### config.mk
export PLATFORM = sky130hd
export DESIGN_NAME = inst_loader
export DESIGN_NICKNAME = d
export VERILOG_FILES = /design/src/rtl/inst_loader.sv
export SDC_FILE = /design/constraint.sdc
export NUM_CORES = 1
export LEC_CHECK = 0
export ABC_AREA = 1
export CORE_UTILIZATION = 44
export DETAILED_ROUTE_END_ITERATION = 10
export PLACE_DENSITY = 0.76
export SKIP_LAST_GASP = 1
export SLEW_MARGIN = 5
export SYNTH_ARGS = -nofsm -noshare
export SYNTH_HDL_FRONTEND = slang
export SYNTH_SLANG_ARGS = --single-unit
### constraint.sdc
create_clock -name clk_i -period 1.6 [get_ports clk_i]
set_clock_uncertainty 0.1 [all_clocks]
set_input_delay 0.16 -clock clk_i [delete_from_list [all_inputs] [get_ports clk_i]]
set_output_delay 0.16 -clock clk_i [all_outputs]
set_load 0.02 [all_outputs]
### src/rtl/inst_loader.sv
// -----------------------------------------------------------------------------
// inst_loader
// Streams instruction bytes (most-significant byte first) into 32-bit words and
// writes them to an instruction memory starting at BASE_ADDR. The CPU holds its
// PC while busy_o is high; done_o pulses once when the session completes.
//
// Ports
//   clk_i       sole clock, rising edge
//   reset_i     synchronous active-high reset
//   start_i     one-cycle pulse starting a session (honoured in IDLE only)
//   len_i       number of words to load, clamped to DEPTH
//   in_data_i   next instruction byte
//   in_valid_i  in_data_i holds a valid byte
//   in_ready_o  loader accepts a byte this cycle (RECV only)
//   we_o        instruction-memory write strobe, one cycle per word
//   waddr_o     word-aligned byte address of the word being written
//   wdata_o     assembled instruction word
//   busy_o      session in progress
//   done_o      one-cycle pulse when a session completes
// -----------------------------------------------------------------------------
module inst_loader #(
    parameter int unsigned DEPTH     = 32,
    parameter logic [31:0] BASE_ADDR = 32'h0000_0000
) (
    input  logic        clk_i,
    input  logic        reset_i,
    input  logic        start_i,
    input  logic [5:0]  len_i,
    input  logic [7:0]  in_data_i,
    input  logic        in_valid_i,
    output logic        in_ready_o,
    output logic        we_o,
    output logic [31:0] waddr_o,
    output logic [31:0] wdata_o,
    output logic        busy_o,
    output logic        done_o
);

    typedef enum logic [1:0] {
        IDLE   = 2'd0,
        RECV   = 2'd1,
        WRITE  = 2'd2,
        FINISH = 2'd3
    } state_t;

    localparam logic [5:0]  DEPTH_LEN = 6'(DEPTH);
    // Highest word address the loader may ever present.
    localparam logic [31:0] LAST_ADDR = BASE_ADDR + 32'(4 * (DEPTH - 1));

    state_t      state_q;
    logic [5:0]  word_cnt_q;
    logic [1:0]  byte_cnt_q;
    logic [31:0] addr_q;
    logic [31:0] wdata_q;
    logic        in_ready_q;
    logic        we_q;
    logic        busy_q;
    logic        done_q;

    logic [5:0]  len_clamp_s;
    logic        accept_s;
    logic [31:0] wdata_d;

    // Length clamp, byte handshake and the shifted word for the next transfer.
    always_comb begin
        len_clamp_s = (len_i > DEPTH_LEN) ? DEPTH_LEN : len_i;
        accept_s    = in_valid_i & in_ready_q;
        // New byte enters at the LSB side so the first byte ends in [31:24].
        wdata_d     = {wdata_q[23:0], in_data_i};
    end

    // Loader state machine with registered outputs.
    always_ff @(posedge clk_i) begin
        if (reset_i) begin
            state_q    <= IDLE;
            word_cnt_q <= 6'd0;
            byte_cnt_q <= 2'd0;
            addr_q     <= BASE_ADDR;
            wdata_q    <= 32'd0;
            in_ready_q <= 1'b0;
            we_q       <= 1'b0;
            busy_q     <= 1'b0;
            done_q     <= 1'b0;
        end else begin
            case (state_q)
                IDLE: begin
                    we_q   <= 1'b0;
                    done_q <= 1'b0;
                    if (start_i) begin
                        word_cnt_q <= len_clamp_s;
                        addr_q     <= BASE_ADDR;
                        byte_cnt_q <= 2'd0;
                        busy_q     <= 1'b1;
                        if (len_clamp_s == 6'd0) begin
                            // Empty session: straight to FINISH, no writes.
                            state_q    <= FINISH;
                            done_q     <= 1'b1;
                            in_ready_q <= 1'b0;
                        end else begin
                            state_q    <= RECV;
                            in_ready_q <= 1'b1;
                        end
                    end else begin
                        in_ready_q <= 1'b0;
                        busy_q     <= 1'b0;
                    end
                end
                RECV: begin
                    if (accept_s) begin
                        wdata_q    <= wdata_d;
                        byte_cnt_q <= byte_cnt_q + 2'd1;
                        if (byte_cnt_q == 2'd3) begin
                            // Word complete: strobe it next cycle, stop accepting.
                            state_q    <= WRITE;
                            we_q       <= 1'b1;
                            in_ready_q <= 1'b0;
                        end
                    end
                end
                WRITE: begin
                    we_q       <= 1'b0;
                    word_cnt_q <= word_cnt_q - 6'd1;
                    // Saturate so the address never runs past the memory.
                    if (addr_q < LAST_ADDR) begin
                        addr_q <= addr_q + 32'd4;
                    end
                    if (word_cnt_q == 6'd1) begin
                        state_q <= FINISH;
                        done_q  <= 1'b1;
                    end else begin
                        state_q    <= RECV;
                        in_ready_q <= 1'b1;
                    end
                end
                FINISH: begin
                    state_q    <= IDLE;
                    done_q     <= 1'b0;
                    busy_q     <= 1'b0;
                    in_ready_q <= 1'b0;
                    we_q       <= 1'b0;
                end
                default: begin
                    state_q    <= IDLE;
                    in_ready_q <= 1'b0;
                    we_q       <= 1'b0;
                    busy_q     <= 1'b0;
                    done_q     <= 1'b0;
                end
            endcase
        end
    end

    assign in_ready_o = in_ready_q;
    assign we_o       = we_q;
    assign waddr_o    = addr_q;
    assign wdata_o    = wdata_q;
    assign busy_o     = busy_q;
    assign done_o     = done_q;

endmodule

# [Word-level counts from Yosys, hierarchy flattened]
# Cells that the tools add are included.
[totals] word_cells=71 inputBits=18 regBits=78
[classes] n_reduce_logical=15 mux=30 n_eq_ne=11 add_sub_neg=3 bitwise_logic=1 order_cmp=2
[ops] cell="32-bit two-way mux" n=2
[ops] cell="32-bit case mux with 2 select lines" n=1
[ops] cell="32-bit by 3-bit adder with 32-bit output (second input constant)" n=1
[ops] cell="32-bit by 7-bit less-than comparator with 1-bit output (second input constant)" n=1
[ops] cell="2-bit two-way mux" n=7
[ops] cell="6-bit two-way mux" n=2
[ops] cell="2-bit inequality test (second input constant)" n=6
[ops] cell="6-bit case mux with 2 select lines" n=1
[ops] cell="3-bit AND reduction" n=4
[ops] cell="1-bit two-way mux" n=11
[ops] cell="2-bit case mux with 4 select lines" n=1
[ops] cell="2-bit AND reduction" n=4
[ops] cell="2-bit == test (second input constant)" n=3
[ops] cell="6-bit by 1-bit == test with 1-bit output (second input constant)" n=1
[ops] cell="6-bit > comparator (second input constant)" n=1
[ops] cell="6-bit logical NOT" n=1
[ops] cell="2-bit nonzero test" n=3
[ops] cell="6-bit by 1-bit subtractor with 6-bit output (second input constant)" n=1
[ops] cell="1-bit case mux with 2 select lines" n=2
[ops] cell="1-bit case mux with 4 select lines" n=1
[ops] cell="2-bit case mux with 2 select lines" n=1
[ops] cell="1-bit case mux with 3 select lines" n=1
[ops] cell="3-bit nonzero test" n=1
[ops] cell="3-bit OR reduction" n=1
[ops] cell="other kinds (4)" n=4

# [Depth between registers and ports, before layout]
# Gate-level depths: netlist of the first run.
[logic_depth] ltp_word=6 mapped_depth=10 depth_no_buf=10

# [Worst setup path before layout of the first run]
# Ideal clock, no wire load.
[synth_timing] path_kind="flip-flop to flip-flop" startpoint="reg state_q[0]" endpoint="reg addr_q[24], in the netlist waddr_o[24]" period_less_slack_ns=1.731 slack_ns=-0.131 t_required_ns=1.360 setup_ns=0.140 t_arrival_ns=1.491 stages_incl_launch_ff=10 path_cell_list="dfxtp_1 > inv_1 > ha_1 > nand2_2 > o21ai_4 > nor3_2 > nand2_2 > nand2_4 > buf_6 > nor3b_2"
[synth_between] elab_chain_len=3 word_cells_on_any_way=7 classes_between="eq/ne (3); mux (1); reduce/logical (3)"
[synth_rtl] item="from (decl)" line_no="50" source="state_t state_q;"
[synth_rtl] item="from (signal assigned)" line_no="75" source="state_q <= IDLE;"
[synth_rtl] item="from (signal assigned)" line_no="96" source="state_q <= FINISH;"
[synth_rtl] item="from (signal assigned)" line_no="100" source="state_q <= RECV;"
[synth_rtl] item="2-bit == test or 2-bit logical NOT (tied branches)" line_no="85" source="case (state_q)"
[synth_rtl] item="2-bit inequality test (no source line) or 2-bit nonzero test (tied branches)"
[synth_rtl] item="3-bit AND reduction (no source line)"
[synth_rtl] item="to (signal assigned)" line_no="125" source="addr_q <= addr_q + 32'd4;"
[synth_rtl] item="to (decl)" line_no="53" source="logic [31:0] addr_q;"
# Parallel ways exist; a longest one is shown, timed or not.
# A chain may end at the register's enable or synchronous reset.

# [Worst setup path after layout of the first run]
[layout_timing] startpoint="reg state_q[1]" endpoint="reg addr_q[11], in the netlist waddr_o[11]"
# Same word-level chain as after synthesis.

==> impl_results.md, run 1 <==
- Status: finished clean
- Sequential-to-total area share from yosys stat: 0.4702
- Max VDD drop: about 0.99 mV
- CTS root buf: clkbuf_8
- Max-cap violations: 0
- DR iter-0 viols: 132
- Leak: around 0.0024 uW
- Pre-antenna DRT Iters: 4
- Avg Vias per Cell: 4.840
- CTS tree: done
- Clock transition at path regs: 0.08 ns
- Grt total ovfl: 0
- Die area: roughly 0.0077 sq mm
- Hold-critical path depth: 3
- Vias in the first global route: 2576
- Setup CP Type: flop to flop
- Nets: around 530
- Clk buf depth: 2
- Min-Delay Path Class: primary input to flop
- Final slew viol count: 0
- Top Ports: between 80 and 90
- Layout area overhead: 45.78%
- Post-route ant nets: 0
- Pwr Density: 1382 mW/mm^2
- Initial antenna violation count: 0
- EDFF count, synth: 0
- Final Wtd Congestion: ~0.88
- Final min period: roughly 1.6 ns
- Signal arrival time at the worst endpoint: ~1.8 ns
- Final hold violation count: 0
- Count leader, synth: dfxtp_1
- Gr usage total: 0.1960
- Post-synth ARST share: 0
- Clock latency on the worst-skew pair: 0.34 ns
- R2R depth: 8
- FF-to-FF Start: state_q[1]
- DR vias: 2933
- Prevailing post-synth register cell: dfxtp_1
- Port Buffers: 83
- RSZ-0062 raised after global routing: yes
- Total Neg Setup Slack: 0 ns
- Mapped Avg Cell Area: 8.009 sq um
- CP startpoint: state_q[1]
- Worst setup path end: waddr_o[11]
- Final setup margin: ~0.0021 ns
- Final WL: roughly 7800 um
- Yosys top cell area share: 0.4702
- CTS Sinks: 76
- Core Area: about 0.0069 sq mm
- CP required: between 1.5 and 2 ns
- Final setup viols: 0
- Max Clk Rate: ~630 MHz
- Die W: approximately 88 um
- FF+latch count, synth: 76
- Largest net degree at the start of global routing: 65
- Register-to-register setup slack: ~0.0021 ns
- Dpl hpwl: between 5000 and 6000 um
- CP Launch Type: flop
- Mapped cell area: 0.003236 sq mm
- Wire per inst: around 13 um
- DRC errors left: 0
- Most frequent cells after synthesis: dfxtp_1, inv_1, a21oi_1
- TritonCTS buffer count: 9
- Tot Pwr: 6519 uW
- Layout cell share with drive strength beyond 1: 0.1725
- Initial core utilization: 0.4659
- Critical Path Sink Type: flop
- Crit share post-route: 0.9987
- Die Y-Extent: 87.76 um
- Synth warn: 0
- Post-Place Setup Slack: -0.1875 ns
- Synth area leader: dfxtp_1
- First-pass GRT wire length: around 12000 um
- Cell Rows: 30
- Max FO, Critical Path: 6
- Antenna diodes: 0
- H-tree depth: 3
- Number of distinct library cells after synthesis: 30
- R2R Path End: waddr_o[11]
- Mapped Cells: approximately 400
- Synth area leaders: dfxtp_1, a21oi_1, o21ai_0
## what timing repair did
item / in CTS / in global routing
pin swaps: 3 / 4
resized for setup: 28 / 49
setup buffers: 0 / 2
gates cloned: 0 / 1
setup endpoints to repair: 51 / 91
hold buffers: 0 / 0
## critical path, stage by stage, from the launching register on
cell and delay (ns):
dfxtp_4 0.38, inv_4 0.05, ha_4 0.18, o21ai_4 0.20, inv_2 0.06, nand2_2 0.11
nand2_4 0.12, buf_12 0.16, nor3b_4 0.18
## cell type report
cell class	count	area [sq um]
flip-flops and latches	76	1531
fillers	576	2227
clock buffers	11	141.4
multi-input cells	249	1503
repair buffers	111	1160
clock inverters	5	35.03
inverters	58	226.5
well taps	96	120.1
## worst min path at each step
stage / from / slack, ns / endpoint
after CTS: in_data_i[7] / 0.33 / wdata_o[7]
after global routing: in_data_i[5] / 0.34 / wdata_o[5]
after detailed placement: wdata_o[24] / 0.33 / wdata_o[24]
after floorplan: len_i[0] / 0.22 / word_cnt_q[0]
after global placement: wdata_o[26] / 0.33 / wdata_o[26]
final: in_data_i[0] / 0.33 / wdata_o[0]
## flip-flops by register name, summed over array words and instances, names as in the netlist
signal,cells
in_ready_o,1
we_o,1
busy_o,1
done_o,1
waddr_o,30
word_cnt_q,6
wdata_o,32
state_q,2
byte_cnt_q,2
## routing by layer
metal	vias up	part of all wire	global-route usage
li1	1528	-	-
met1	1335	0.46	0.2529
met2	66	0.49	0.3143
met3	4	0.046	0.06221
met4	0	0.0046	0.05812
met5	-	0	0
## logic make-up (layout without fill, tap and decap cells)
kind of cell,Yosys count,after routing,share of synthesized area
other,1,2,0.001159
flip-flops,76,76,0.4702
XOR/XNOR,2,2,0.005415
AO/OA/AOI/OAI,106,106,0.1705
buffers and inverters,80,185,0.1021
adder cells (fa/ha/maj),9,9,0.03480
AND/OR/NAND/NOR,130,130,0.2158
## cells in the final DEF (no fill, tap or decap), drive strengths merged
cell / n
dfxtp: 76
inv: 58
a21oi: 54
nor2: 48
o21ai: 47
nand2: 33
clkdlybuf4s50: 30
dlymetal6s2s: 27
buf: 27
dlygate4sd2: 26
nand3: 20
nor3b: 20
clkbuf: 12
ha: 9
nor3: 6
nand4: 3
clkinv: 3
clkinvlp: 2
a211oi: 2
conb: 2
xor2: 1
a31oi: 1
o31ai: 1
xnor2: 1
o22ai: 1
## where the power goes
| part | leakage [uW] | internal, uW | switching [uW] |
|---|---|---|---|
| logic | 0.00167 | 1270 | 1610 |
| clock network | 0.0000897 | 609 | 698 |
| registers | 0.000618 | 2150 | 177 |
## per-stage QoR
stage	utilization	cell area (sq um)	hold slack [ns]	std cells
2_1_floorplan	-	3292	0.2182	405
3_3_place_gp	0.6305	4378	0.3298	587
3_5_place_dp	0.6305	4378	0.3339	587
4_1_cts	0.6524	4531	0.3328	603
5_1_grt	0.6793	4717	0.3351	606
6_report	0.6793	4717	0.3327	606
Power figures use the tool's default switching activity.
==> inputs of run 2 (changes only) <==
--- a/config.mk
+++ b/config.mk
@@ -6,6 +6,7 @@
 export NUM_CORES = 1
 export LEC_CHECK = 0
 export ABC_AREA = 1
+export CAP_MARGIN = 20
 export CORE_UTILIZATION = 44
 export DETAILED_ROUTE_END_ITERATION = 10
 export PLACE_DENSITY = 0.76
==> results of run 2 <==
Same layout as run 1: the final DEF is identical, and so are final timing and power.
